==> src/rtl/param_forwarding_unit_pkg.sv <==
// Shared definitions for the operand-forwarding / load-use hazard unit.
package param_forwarding_unit_pkg;

  // Hazard FSM: RUN forwards freely, STALL waits for a late producer
  typedef enum logic [0:0] {
    FWD_RUN   = 1'b0,
    FWD_STALL = 1'b1
  } fwd_state_e;

  // Producer stage indices, youngest first
  localparam int STG_EXE = 0;
  localparam int STG_MEM = 1;

endpackage

==> src/rtl/param_forwarding_unit_fwd_select.sv <==
// Priority match of one operand against all producer stages.
// The youngest matching stage wins. With code_chk_i low the register code is
// ignored and only en_i/wen_i decide, which is how HI and LO are resolved.
module param_forwarding_unit_fwd_select
  import param_forwarding_unit_pkg::*;
#(
  parameter int DATA_W     = 32,
  parameter int RADDR_W    = 5,
  parameter int NUM_STAGES = 2
) (
  input  logic                          en_i,
  input  logic                          code_chk_i,
  input  logic [RADDR_W-1:0]            code_i,
  input  logic [NUM_STAGES-1:0]         wen_i,
  input  logic [NUM_STAGES-1:0]         ready_i,
  input  logic [NUM_STAGES*RADDR_W-1:0] rcode_i,
  input  logic [NUM_STAGES*DATA_W-1:0]  rdata_i,
  output logic                          hit_o,
  output logic                          ready_o,
  output logic [DATA_W-1:0]             data_o
);

  // Walk from oldest to youngest so the youngest match overwrites the rest
  always_comb begin
    hit_o   = 1'b0;
    ready_o = 1'b0;
    data_o  = '0;
    for (int k = NUM_STAGES - 1; k >= STG_EXE; k--) begin
      if (en_i && wen_i[k] &&
          (!code_chk_i ||
           ((rcode_i[k*RADDR_W +: RADDR_W] == code_i) && (code_i != '0)))) begin
        hit_o   = 1'b1;
        ready_o = ready_i[k];
        data_o  = rdata_i[k*DATA_W +: DATA_W];
      end
    end
  end

endmodule

==> src/rtl/param_forwarding_unit.sv <==
// Operand forwarding and load-use hazard unit beside the ID stage.
// All outputs are registered on the falling clock edge so ID can use them in
// the second half of the same cycle. A not-ready producer holds ID in STALL
// until every pending operand can be forwarded; overly long stalls raise a
// sticky stall_err. HI/LO forwarding never stalls.
module param_forwarding_unit
  import param_forwarding_unit_pkg::*;
#(
  parameter int DATA_W     = 32,
  parameter int RADDR_W    = 5,
  parameter int NUM_SRC    = 2,
  parameter int NUM_STAGES = 2,
  parameter int MAX_STALL  = 4
) (
  input  logic                          clock,
  input  logic                          reset,
  input  logic                          flush,
  input  logic [NUM_SRC-1:0]            id_rd_en,
  input  logic [NUM_SRC*RADDR_W-1:0]    id_rcode,
  input  logic                          id_mfhi,
  input  logic                          id_mflo,
  input  logic [NUM_STAGES-1:0]         st_wen,
  input  logic [NUM_STAGES-1:0]         st_ready,
  input  logic [NUM_STAGES*RADDR_W-1:0] st_rcode,
  input  logic [NUM_STAGES*DATA_W-1:0]  st_rdata,
  input  logic [NUM_STAGES-1:0]         st_hi_wen,
  input  logic [NUM_STAGES-1:0]         st_lo_wen,
  input  logic [NUM_STAGES*DATA_W-1:0]  st_hi,
  input  logic [NUM_STAGES*DATA_W-1:0]  st_lo,
  output logic                          stall,
  output logic                          stall_err,
  output logic [NUM_SRC-1:0]            fwd_en,
  output logic [NUM_SRC*DATA_W-1:0]     fwd_data,
  output logic                          hi_fwd_en,
  output logic                          lo_fwd_en,
  output logic [DATA_W-1:0]             hi_data_out,
  output logic [DATA_W-1:0]             lo_data_out
);

  localparam int CNT_W = $clog2(MAX_STALL + 1);
  localparam logic [CNT_W-1:0] CNT_MAX = CNT_W'(MAX_STALL);
  localparam logic [CNT_W-1:0] CNT_ONE = CNT_W'(1);

  logic [NUM_SRC-1:0]        src_hit, src_rdy, not_ready;
  logic [DATA_W-1:0]         src_data [NUM_SRC];
  logic                      hi_hit, hi_rdy, lo_hit, lo_rdy;
  logic [DATA_W-1:0]         hi_sel, lo_sel;

  fwd_state_e                state_q, state_d;
  logic                      stall_q, stall_d;
  logic                      err_q, err_d;
  logic [NUM_SRC-1:0]        pend_q, pend_d;
  logic [CNT_W-1:0]          cnt_q, cnt_d;
  logic [NUM_SRC-1:0]        fwd_en_q, fwd_en_d;
  logic [NUM_SRC*DATA_W-1:0] fwd_data_q, fwd_data_d;
  logic                      hi_en_q, hi_en_d, lo_en_q, lo_en_d;
  logic [DATA_W-1:0]         hi_data_q, hi_data_d, lo_data_q, lo_data_d;

  for (genvar i = 0; i < NUM_SRC; i++) begin : g_src
    param_forwarding_unit_fwd_select #(
      .DATA_W(DATA_W), .RADDR_W(RADDR_W), .NUM_STAGES(NUM_STAGES)
    ) u_sel (
      .en_i      (id_rd_en[i]),
      .code_chk_i(1'b1),
      .code_i    (id_rcode[i*RADDR_W +: RADDR_W]),
      .wen_i     (st_wen),
      .ready_i   (st_ready),
      .rcode_i   (st_rcode),
      .rdata_i   (st_rdata),
      .hit_o     (src_hit[i]),
      .ready_o   (src_rdy[i]),
      .data_o    (src_data[i])
    );
  end

  param_forwarding_unit_fwd_select #(
    .DATA_W(DATA_W), .RADDR_W(RADDR_W), .NUM_STAGES(NUM_STAGES)
  ) u_hi_sel (
    .en_i      (id_mfhi),
    .code_chk_i(1'b0),
    .code_i    ('0),
    .wen_i     (st_hi_wen),
    .ready_i   ({NUM_STAGES{1'b1}}),
    .rcode_i   ('0),
    .rdata_i   (st_hi),
    .hit_o     (hi_hit),
    .ready_o   (hi_rdy),
    .data_o    (hi_sel)
  );

  param_forwarding_unit_fwd_select #(
    .DATA_W(DATA_W), .RADDR_W(RADDR_W), .NUM_STAGES(NUM_STAGES)
  ) u_lo_sel (
    .en_i      (id_mflo),
    .code_chk_i(1'b0),
    .code_i    ('0),
    .wen_i     (st_lo_wen),
    .ready_i   ({NUM_STAGES{1'b1}}),
    .rcode_i   ('0),
    .rdata_i   (st_lo),
    .hit_o     (lo_hit),
    .ready_o   (lo_rdy),
    .data_o    (lo_sel)
  );

  assign not_ready = src_hit & ~src_rdy;

  // Next-state: forwarding choices, stall entry/release, timeout and flush
  always_comb begin
    state_d    = state_q;
    stall_d    = stall_q;
    err_d      = err_q;
    pend_d     = pend_q;
    cnt_d      = cnt_q;
    fwd_data_d = fwd_data_q;
    hi_data_d  = hi_data_q;
    lo_data_d  = lo_data_q;
    fwd_en_d   = flush ? '0 : (src_hit & src_rdy);
    hi_en_d    = hi_hit & hi_rdy;
    lo_en_d    = lo_hit & lo_rdy;

    for (int i = 0; i < NUM_SRC; i++) begin
      if (fwd_en_d[i]) fwd_data_d[i*DATA_W +: DATA_W] = src_data[i];
    end
    if (hi_en_d) hi_data_d = hi_sel;
    if (lo_en_d) lo_data_d = lo_sel;

    if (flush) begin
      state_d = FWD_RUN;
      stall_d = 1'b0;
      pend_d  = '0;
      cnt_d   = '0;
    end else begin
      case (state_q)
        FWD_RUN: begin
          if (|not_ready) begin
            state_d = FWD_STALL;
            stall_d = 1'b1;
            pend_d  = not_ready;
            cnt_d   = CNT_ONE;
            if (CNT_ONE >= CNT_MAX) err_d = 1'b1;
          end
        end
        FWD_STALL: begin
          if (|(pend_q & not_ready)) begin
            cnt_d = (cnt_q == CNT_MAX) ? cnt_q : cnt_q + CNT_ONE;
            if (cnt_d == CNT_MAX) err_d = 1'b1;
          end else begin
            state_d = FWD_RUN;
            stall_d = 1'b0;
            pend_d  = '0;
            cnt_d   = '0;
          end
        end
        default: state_d = FWD_RUN;
      endcase
    end
  end

  // Falling-edge state and output registers, cleared asynchronously by reset
  always_ff @(negedge clock or posedge reset) begin
    if (reset) begin
      state_q    <= FWD_RUN;
      stall_q    <= 1'b0;
      err_q      <= 1'b0;
      pend_q     <= '0;
      cnt_q      <= '0;
      fwd_en_q   <= '0;
      fwd_data_q <= '0;
      hi_en_q    <= 1'b0;
      lo_en_q    <= 1'b0;
      hi_data_q  <= '0;
      lo_data_q  <= '0;
    end else begin
      state_q    <= state_d;
      stall_q    <= stall_d;
      err_q      <= err_d;
      pend_q     <= pend_d;
      cnt_q      <= cnt_d;
      fwd_en_q   <= fwd_en_d;
      fwd_data_q <= fwd_data_d;
      hi_en_q    <= hi_en_d;
      lo_en_q    <= lo_en_d;
      hi_data_q  <= hi_data_d;
      lo_data_q  <= lo_data_d;
    end
  end

  assign stall       = stall_q;
  assign stall_err   = err_q;
  assign fwd_en      = fwd_en_q;
  assign fwd_data    = fwd_data_q;
  assign hi_fwd_en   = hi_en_q;
  assign lo_fwd_en   = lo_en_q;
  assign hi_data_out = hi_data_q;
  assign lo_data_out = lo_data_q;

endmodule
==> config.mk <==
export PLATFORM = sky130hd
export DESIGN_NAME = param_forwarding_unit
export DESIGN_NICKNAME = d
export VERILOG_FILES = /design/src/rtl/param_forwarding_unit_pkg.sv /design/src/rtl/param_forwarding_unit_fwd_select.sv /design/src/rtl/param_forwarding_unit.sv
export SDC_FILE = /design/constraint.sdc
export NUM_CORES = 1
export LEC_CHECK = 0
export CAP_MARGIN = 15
export CORE_ASPECT_RATIO = 0.8
export CORE_MARGIN = 10
export CORE_UTILIZATION = 40
export CTS_BUF_LIST = sky130_fd_sc_hd__clkbuf_8
export DETAILED_ROUTE_END_ITERATION = 6
export PLACE_DENSITY = 0.88
export SLEW_MARGIN = 40
export SYNTH_ARGS = -nofsm -noshare
export SYNTH_HDL_FRONTEND = slang
export SYNTH_SLANG_ARGS = --single-unit
export TNS_END_PERCENT = 20
==> constraint.sdc <==
create_clock -name clock -period 4.88 [get_ports clock]
set_input_delay 0.732 -clock clock [delete_from_list [all_inputs] [get_ports clock]]
set_output_delay 0.732 -clock clock [all_outputs]
set_load 0.02 [all_outputs]
==> results.txt <==
----------------------------------------------------
[Status]
  Run status ... finished with violations
  Violations in the final reports ... setup timing

[Die]
  Standard-cell rows ... 42
  Initial Util ... approximately two fifths
  Die area ... around 23000 sq um
  I/O Pins ... ~360
  Height of the die ... 137 microns
  Die span in x ... about 170 microns
  Core area ... ~17000 sq um

[CTS]
  Post-cts hold buffer count ... 0
  Clock Path Buffers ... 2
  Clock Latency Late Sink ... roughly 0.39 ns
  Clock input transition at the sequential cells of the worst setup and hold paths ... around 0.060 ns
  Cts bufs inserted ... 17
  Cell at the root of the clock tree ... sky130_fd_sc_hd__clkbuf_8
  Num Clock Sinks ... 140
  CTS HTree Levels ... 4
  CTS tree ... done

[Timing]
  Endpoints failing setup ... 32
  Final Max Tran Viols ... 0
  Headroom to the max-slew limit ... between 50% and 60%
  Total negative setup slack ... -1.31 ns
  Count of final hold-check violations ... 0
  Worst Hold Slack ... 0.421 ns
  Layout Skew ... 0.00691 ns
  Fin worst setup slack ... -0.0752 ns
  Slew at the pin closest to its max-slew limit ... about 0.72 ns
  Setup repair after global routing missed its margin ... true

[GRT]
  First-pass GRT wire length ... between 40000 and 50000 microns
  Grt ovf ... 0
  Overall fraction of global-route tracks in use ... about a quarter
  Number of antenna violations at the first check in global routing ... 0
  Maximum number of pins on one net before global-route repair ... 93
  Number of global-route vias before repair ... about 7000

[Min path]
  Worst min-delay path class ... flop to flop
  Worst hold path startpoint ... stall_err$_DFFE_NP0P_
  Endpoint of the worst hold path ... stall_err$_DFFE_NP0P_
  Hold Crit Depth ... 1

[Power]
  Sw Share ... a little under a third
  Relative contribution of combinational cells to total power ... between 20% and 30%
  NetSw ... 1.05 mW
  Clk network pwr share ... a little under a third
  Static power due to leakage ... 5.19 nW
  Reg power frac ... 40.7%
  Peak VDD IR ... 0.209 mV
  Total chip power ... around 3.4 mW
  Total power density per cell area ... 290 nW/um^2
  Internal power ... 2.37 mW

[Yosys]
  Count of mapped cells out of synthesis ... 577
  Synthesis Warnings ... 0
  Post-Syn Area ... 6870 sq um
  Share of synthesized area occupied by flip-flops and latches ... between 50% and 60%
  Most frequently used flop master after synthesis ... sky130_fd_sc_hd__dfrtn_1
  Unique masters post-synth ... 45
  Share of synthesized registers carrying an async set or reset ... 100%
  Cell taking the most area after synthesis ... sky130_fd_sc_hd__dfrtn_1
  Number of enable-type register cells in the synthesized netlist ... 0
  Top cells by area, synth ... sky130_fd_sc_hd__dfrtn_1 (51%), sky130_fd_sc_hd__a22o_1 (21%), sky130_fd_sc_hd__mux2_4 (6.6%), sky130_fd_sc_hd__a22oi_1 (3.8%), sky130_fd_sc_hd__a21oi_1 (2.6%)
  Post-Synthesis Net Count ... roughly 810
  Mapped Avg Cell Area ... roughly 12 sq um
  Number of flip-flops and latches in the synthesized netlist ... between 100 and 150
  Share of the synthesized area in the top cell type ... 51.0%

[Final layout]
  Area of all sequential standard cells ... 3500 sq um
  Footprint of the multi-input gates ... ~3200 sq um
  Layout Area Growth over Synthesis ... 71.6%
  Share of cells above drive strength 1 ... a little under a fifth
  Nets@finish ... 1200
  Fillers ... 1153

[Setup path]
  List of cells traversed by the critical path ... buf_8 > xor2_4 > nor4_4 > nor3b_4 > buf_6 > mux2_4 > a32o_2 > a31o_1 > a22o_1
  Category of the critical setup timing path ... primary input to flop
  Startpoint types ... primary input
  Crit Reg-Reg Endpoint ... pend_q[0]$_DFFE_NP0P_
  Critical path required time ... 2.68 ns
  Highest-delay cell along the critical path ... sky130_fd_sc_hd__a32o_2
  Slack of the worst reg-to-reg path ... approximately 3.4 ns
  Largest stage delay on the critical path ... around 0.32 ns
  Worst EP arrival ... approximately 2.8 ns
  Maximum fanout encountered on the critical timing path ... 6
  Crit Reg-Reg Startpoint ... state_q$_DFF_NP0_
  Launch point of the worst path ... id_rcode[6]
  R2R cell count ... 5
  Critical Path End Type ... flop

[Drt]
  Per-cell routed wire length ... ~24 microns
  DR vias/cell ... roughly 5.7
  Number of DRC violations after detailed-routing iteration 0 ... 552
  Vias ... 6833
  Drt total wl ... 29300 microns
  Met1 routed wirelength after detailed routing ... around 11000 microns
  Uppermost routed layer ... met4
  Final antenna-violating net count ... 0
  Met3 wirelength from detailed routing ... about 2800 microns
  Count of TritonRoute iterations in the first routing pass ... 6
  DRC viols ... 0
  Length of routed met2 wiring ... 15000 microns

[Placement]
  Routability congestion estimate from global placement ... roughly 0.93
  Total of buffers placed on input and output ports ... 360
  Final HPWL from detailed placement ... around 21000 microns

[Run]
  Max-cap violations ... 0

----------------------------------------------------
-- power by group through the flow --
| stage | combinational [mW] | clock, mW | sequential (mW) |
|---|---|---|---|
| after floorplan | 0.231 | 0 | 1.55 |
| after global placement | 0.965 | 0 | 1.40 |
| after detailed placement | 0.983 | 0 | 1.40 |
| after CTS | 0.989 | 1.05 | 1.39 |
| after global routing | 1.06 | 1.10 | 1.40 |
| final | 1.00 | 1.03 | 1.39 |
-- cell usage after synthesis, drive strengths merged, types with 3 or more instances --
| cell type | instances |
|---|---|
| a21oi | 36 |
| a22o | 163 |
| a22oi | 35 |
| and3 | 3 |
| buf | 13 |
| clkbuf | 42 |
| dfrtn | 140 |
| inv | 8 |
| mux2 | 34 |
| nand3 | 4 |
| nand4 | 3 |
| nor2 | 35 |
| nor2b | 5 |
| nor3 | 3 |
| nor4 | 4 |
| o21ai | 6 |
| xnor2 | 14 |
| xor2 | 6 |
-- cell type report --
cell class / instances / area share [%]
multi-input combinational: 374 / 27.5
inverter: 8 / 0.287
tap: 220 / 2.34
antenna: 1 / 0.0212
clock inverter: 14 / 1.54
clock buffer: 18 / 2.10
sequential: 140 / 29.7
timing repair buffer: 430 / 36.5
-- per-layer routing --
metal  up-vias  track usage, %
met5         -               0
met4         0            7.98
met3        52            8.88
met2       371            41.8
met1      3402            27.1
li1       3008               -
-- per-stage QoR --
step / util, % / setup slack, ns / instances / cell area (sq um)
6_report: 70.5 / -0.0752 / 1205 / 11800
3_3_place_gp: 65.5 / -0.846 / 1151 / 10900
3_5_place_dp: 65.6 / -0.889 / 1151 / 11000
5_1_grt: 70.5 / -0.120 / 1204 / 11800
4_1_cts: 69.8 / -0.0356 / 1204 / 11700
2_1_floorplan: - / -0.321 / 577 / 6870
-- worst max-delay path by stage --
stage                                           to  slack (ns)
final                        pend_q[0]$_DFFE_NP0P_       -0.08
after floorplan              pend_q[1]$_DFFE_NP0P_       -0.32
after CTS                 fwd_data[49]$_DFFE_NP0P_       -0.04
after global routing         pend_q[0]$_DFFE_NP0P_       -0.12
after global placement       pend_q[1]$_DFFE_NP0P_       -0.85
after detailed placement  fwd_data[55]$_DFFE_NP0P_       -0.89
-- sequential cells by signal, summed over array words and instances (netlist names), 2 cells and up --
signal / cells
cnt_q: 3
fwd_data: 64
fwd_en: 2
hi_data_out: 32
lo_data_out: 32
pend_q: 2
-- cell families after synthesis --
group                    Yosys count  synth area share (%)
multiplexers                      34                  7.22
buffers and inverters             63                  4.52
AO/OA/AOI/OAI                    247                  28.8
flip-flops                       140                  51.0
adder cells (fa/ha/maj)            2                 0.364
XOR/XNOR                          20                  2.55
AND/OR/NAND/NOR                   71                  5.50
-- placed cells by master, fill, tap and decap left out, types with 4 or more instances in the layout --
master / instances
sky130_fd_sc_hd__a21oi_1: 36
sky130_fd_sc_hd__a22o_1: 163
sky130_fd_sc_hd__a22oi_1: 33
sky130_fd_sc_hd__buf_12: 11
sky130_fd_sc_hd__buf_2: 7
sky130_fd_sc_hd__buf_4: 47
sky130_fd_sc_hd__buf_6: 11
sky130_fd_sc_hd__buf_8: 4
sky130_fd_sc_hd__clkbuf_2: 4
sky130_fd_sc_hd__clkbuf_8: 18
sky130_fd_sc_hd__clkdlybuf4s50_1: 338
sky130_fd_sc_hd__clkinvlp_4: 5
sky130_fd_sc_hd__dfrtn_1: 140
sky130_fd_sc_hd__dlygate4sd2_1: 6
sky130_fd_sc_hd__inv_1: 7
sky130_fd_sc_hd__inv_6: 6
sky130_fd_sc_hd__mux2_4: 34
sky130_fd_sc_hd__nor2_1: 32
sky130_fd_sc_hd__xnor2_1: 9
sky130_fd_sc_hd__xnor2_2: 5
sky130_fd_sc_hd__xor2_1: 4
-- critical path, delay by kind of cell --
family | cells | cell delay, ns
compound gates | 3 | 0.73
buf+inv | 2 | 0.24
xor+xnor | 1 | 0.18
simple gates | 2 | 0.58
mux | 1 | 0.30
-- repair_timing --
item / CTS / global route
endpoints found under the setup margin: 74 / 54
pin swaps: 18 / 16
cloned: 3 / 1
resized for setup: 77 / 44
buffers inserted: 20 / 2
No activity file was read; power rests on OpenSTA's default activity.
==> variant 1 (same flow settings) <==
Change the parameter `MAX_STALL` from 4 to 8.
--- a/src/rtl/param_forwarding_unit.sv
+++ b/src/rtl/param_forwarding_unit.sv
@@ -10,7 +10,7 @@
   parameter int RADDR_W    = 5,
   parameter int NUM_SRC    = 2,
   parameter int NUM_STAGES = 2,
-  parameter int MAX_STALL  = 4
+  parameter int MAX_STALL  = 8
 ) (
   input  logic                          clock,
   input  logic                          reset,
Behaviour: not the same (a bounded check fails within 10 cycles, from zero or initial values and one cycle with reset high).
==> variant 1 against the original RTL <==
  * The run still ends with setup timing left
  * Power decreased by 11%
  * Worst hold slack improved by 0.012 ns
  * Via count decreased by 5.5%
  * Combinational power decreased by 29%
  * Count of clock-buffer cells in the layout unchanged
  * Wire length decreased by 1.5%
  * Worst setup slack got worse by 0.057 ns
  * Die area increased by 1.9%
  * Sequential cell count increased by 1
  * Global-route usage decreased by 0.49 points
  * Area after synthesis increased by 2.2%
  * Cell area increased by 2.3%
  * Register-to-register slack about the same
==> variant 1: results (changes against the original RTL) <==
[cells_and_area]
regArea_um2 = 3530  ; +0.71%
n_all_buffers = 431  ; +0.23%
multi_input_area_share_pct = 28.3  ; +0.88 points
n_antenna_cell = 0  ; -1
fin_util_pct = 69.8  ; -0.72 points
fill_cells = 1179  ; +2.3%
clkCellAreaFrac_pct = 3.56  ; -0.082 points
nets = 1171  ; -2.4%
inverters = 8  ; unchanged
drive_gt1_share_pct = 21.0  ; +2.4 points
bufAreaShareNonClock_pct = 36.2  ; -0.31 points
multi_input_cells = 343  ; -8.3%

[synthesis]
synth_common_cells = a22o_1 (194), dfrtn_1 (141), clkbuf_1 (42), mux2_1 (33), mux2_4 (29)
ys_ff_latch = 141  ; +0.71%
syn_area_per_cell_um2 = 13.0  ; +9.2%
syn-num-nets = 769  ; -4.6%
synth_cell_type_count = 38  ; -16%
synthTopCellsByArea = dfrtn_1 (50%), a22o_1 (24%), mux2_4 (6.2%), mux2_1 (5.3%), clkbuf_1 (2.2%)
seq_area_frac_synth_pct = 50.3  ; -0.73 points

[global_routing]
grt_pass1_wl_um = 42900  ; +0.13%
globalRouteTotalUtil_pct = 23.6  ; -0.49 points
grt_max_degree = 41  ; -56%
grt_pass1_vias = 6970  ; -2.4%

[worst_setup_path]
slowest_delay_ns = 0.53  ; +0.21 ns
crit_family = simple AND/OR/NAND/NOR gates
worstPathArrival_ns = 2.83  ; +0.08 ns
crit_slowest_cell = or4_4

[outcome]
status = complete, but fails checks
violations = setup timing

[cts]
htree_levels = 4  ; unchanged
clock_latency_ns = 0.41  ; +0.02 ns
path_clk_slew_ns = 0.06  ; about the same
cts_buffers = 17  ; unchanged

[sta]
fin_ws_ns = -0.132  ; -0.0571 ns
setup_viol_count_final = 72  ; +130%
tns_ns = -5.21  ; -3.91 ns
fin_worst_skew_ns = 0.00791  ; +0.00101 ns

[place]
placedCellCount = 1129  ; -1.9%
placed_area_um2 = 11200  ; +2.0%
post-place-ws_ns = -0.892  ; -0.00268 ns
hpwlAfterDp_um = 21200  ; about the same
place_congestion = 0.883  ; -4.8%

[drt]
vias = 6457  ; -5.5%
dr.pass1.iters = 5  ; -1
wl_per_cell_um = 24.4  ; +0.59%
drt_iter0_markers = 391  ; -29%
avgViaCountPerCell = 5.47  ; -3.5%

[floorplanning]
rows = 43  ; +2.4%

[pwr]
p_switching_w = 0.000865  ; -18%
irDropWorstVdd_mv = 0.185  ; -11%
leakage_nw = 5.26  ; +1.4%

variant 1: changes by cell type in the layout (fill, tap and decap cells not counted), sizes merged, moves of 27 or more:
cell   unedited run  this run
a22o            163       194
a22oi            35         2
a21oi            36         1
mux2             34        66
nor2             35         8
variant 1: worst paths after layout:
check,from,end,slack [ns],cells past startpoint
max,id_rcode[2],fwd_data[7],-0.13,10
min,stall_err,stall_err,0.43,1
max reg2reg,cnt_q[0],stall_err,3.39,6
min reg2reg,stall_err,stall_err,0.43,1
max in group asynchronous,reset,lo_data_out[15],1.26,3
min in group asynchronous,reset,lo_data_out[23],3.01,2
variant 1: kinds of logic after synthesis:
group,after synthesis,synth area share (%)
AO/OA/AOI/OAI,213,26.6
AND/OR/NAND/NOR,40,3.87
flip-flops,141,50.3
adder cells (fa/ha/maj),2,0.357
multiplexers,67,12.3
XOR/XNOR,21,2.62
buffers and inverters,56,4.01
variant 1: per-layer routing:
layer  track usage (%)  share of wire, %  vias up
met3              9.92               9.8       22
met1              26.3                38     3236
met5                 0                 0        -
met4              5.54               1.2        0
met2              40.7                51      292
li1                  -                 -     2907
variant 1: repair_timing:
item | in CTS | in global routing
gates resized for setup | 92 | 18
setup buffers | 16 | 2
endpoints found under the hold margin | 0 | 0
pin swaps | 18 | 13
cloned | 4 | 2
hold buffers | 0 | 0
endpoints found under the setup margin | 74 | 74
variant 1: power by group through the flow:
stage	combinational [W]	clock [W]	sequential, W
floorplan	0.000184	0	0.00139
global placement	0.000696	0	0.00131
detailed placement	0.000709	0	0.00131
global route	0.000754	0.00111	0.00130
finish	0.000713	0.00104	0.00129
CTS	0.000716	0.00106	0.00129
==> variant 2 (same flow settings) <==
Without the edit above. Make the reset (`reset`) synchronous in one clocked block. Comments in the files are not updated.
--- a/src/rtl/param_forwarding_unit.sv
+++ b/src/rtl/param_forwarding_unit.sv
@@ -158,7 +158,7 @@
   end
 
   // Falling-edge state and output registers, cleared asynchronously by reset
-  always_ff @(negedge clock or posedge reset) begin
+  always_ff @(negedge clock) begin
     if (reset) begin
       state_q    <= FWD_RUN;
       stall_q    <= 1'b0;
Formal check against the unedited RTL: differs if reset is asserted again (counterexample within 4 cycles, from zero or initial values and one cycle with reset high); with reset held inactive, the same outputs for 10 cycles.
==> variant 2 against the original RTL <==
  * The flow still finishes with violations (setup timing)
  * Power decreased by 3.4%
  * Worst setup slack got worse by 0.0081 ns
  * Cell area increased by 3.1%
  * Clock power increased by 45%
  * Clock skew increased by 0.0017 ns
  * Area after synthesis decreased by 4.5%
  * Wire length increased by 4.8%
  * Synthesized cell count increased by 27%
  * Non-clock buffer count increased by 14
  * Sequential cell count unchanged
  * Largest cell class unchanged
  * Highest routed layer unchanged
==> variant 2: results (changes against the original RTL) <==
[synthesis]
synthTopCellsByArea = dfxtp_1 (43%), a22oi_1 (7.3%), a211oi_2 (5.9%), a21oi_1 (5.3%), o21ai_0 (5.2%)
synth_cell_type_count = 51  ; +13%
synthCells = 731  ; +27%
syn-num-nets = 960  ; +19%
synth_compound_area_share_pct = 33.3  ; +4.5 points
synthAdderAreaFrac_pct = 0.381  ; +0.017 points
yosys.area_share.xor_xnor_pct = 2.67  ; +0.12 points
synth_mux_area_share_pct = 5.04  ; -2.2 points
seq_area_frac_synth_pct = 42.7  ; -8.3 points
async_reset_ff_share_pct = 0  ; -100 points
synth_common_cells = dfxtp_1 (140), a21oi_1 (69), nor2_1 (69), o21ai_0 (68), a22oi_1 (64)

[pwr]
irDropWorstVdd_mv = 0.235  ; +13%
leakage_nw = 4.87  ; -6.1%

[sta]
hold_slack_ns = 0.472  ; +0.0506 ns
setup_viol_count_final = 47  ; +47%
relSlewSlack_pct = 55.3  ; +3.7 points
fin_worst_skew_ns = 0.00856  ; +0.00166 ns
fin_ws_ns = -0.0833  ; -0.00812 ns

[drt]
drt_iter0_markers = 679  ; +23%
drt-total-wl_um = 30700  ; +4.8%
wl_per_cell_um = 20.5  ; -16%
vias = 8198  ; +20%

[worst_setup_path]
critPathMaxFanout = 14  ; +8
timing.rr.end = stall_err
crit_path_end = fwd_data[62]
slowest_delay_ns = 0.36  ; +0.04 ns
ff2ff_path_depth = 7  ; +2
crit_family = simple AND/OR/NAND/NOR gates
cp-startpoint = id_rcode[5]
r2r_slack_ns = 3.34  ; -0.04 ns

[outcome]
status = complete, but fails checks
violations = setup timing

[place]
placedCellCount = 1293  ; +12%
placed_area_um2 = 10600  ; -3.0%
place_congestion = 0.854  ; -8.0%

[cells_and_area]
fill_cells = 1070  ; -7.2%
drive_gt1_share_pct = 15.4  ; -3.2 points
nets = 1494  ; +25%

[cts]
clock_latency_ns = 0.46  ; +0.07 ns
path_clk_slew_ns = 0.08  ; +0.02 ns

[global_routing]
globalRouteTotalUtil_pct = 25.1  ; +1.1 points
grt_pass1_vias = 8539  ; +20%

[hold_path]
hp-class = reg2reg

-- variant 2: per-stage QoR --
stage                     TNS [ns]  setup WS [ns]
after floorplan             -0.672        -0.0143
after global placement      -44.35         -0.758
after detailed placement    -46.78         -0.791
after CTS                        0      0.0000937
after global routing         -4.40         -0.144
final                        -1.76        -0.0833
-- variant 2: final cells by class --
class                           instances  area, µm²  area share [%]
Antenna cell                            2       5.00          0.0412
Clock buffer                           17        234            1.93
Clock inverter                        155        687            5.66
Inverter                                8       30.0           0.247
Multi-Input combinational cell        514       3610            29.7
Sequential cell                       140       2800            23.1
Tap cell                              215        269            2.21
Timing Repair Buffer                  444       4510            37.1
-- variant 2: metal layers --
layer / global-route usage [%] / part of all wire, %
met3: 13.0 / 10
met1: 26.0 / 36
met2: 40.6 / 49
met4: 13.6 / 4.1
met5: 0 / 0
-- variant 2: repair_timing --
item,in CTS,in global routing
setup buffers,10,14
gates cloned,5,3
hold buffers,0,0
pin swaps,26,26
resized for setup,62,43
setup endpoints to repair,71,71
-- variant 2: logic make-up after synthesis --
group                      Yosys count
AOI/OAI and AO/OA                  317
and+or+nand+nor                    142
DFF                                140
buffers and inverters               77
muxes                               33
xor gates and xnor gates            20
adders and majority gates            2
-- variant 2: worst min path at each step --
stage              from       end  depth (start not counted)
4_1_cts           stall     stall                          2
2_1_floorplan  cnt_q[1]  cnt_q[1]                          1
5_1_grt           stall     stall                          2
3_5_place_dp      stall     stall                          2
6_report          stall     stall                          2
3_3_place_gp      stall     stall                          2
-- variant 2: power breakdown --
group	switching [W]	leakage, nW	internal, W
logic	0.000262	2.78	0.000326
clock network	0.000876	0.946	0.000616
registers	0.0000226	1.14	0.00120
total	0.00116	4.87	0.00214
-- variant 2: worst min-delay path: stages, from the launching register on --
cell      delay [ns]
dfxtp_1         0.30
inv_1           0.06
a221oi_2        0.05
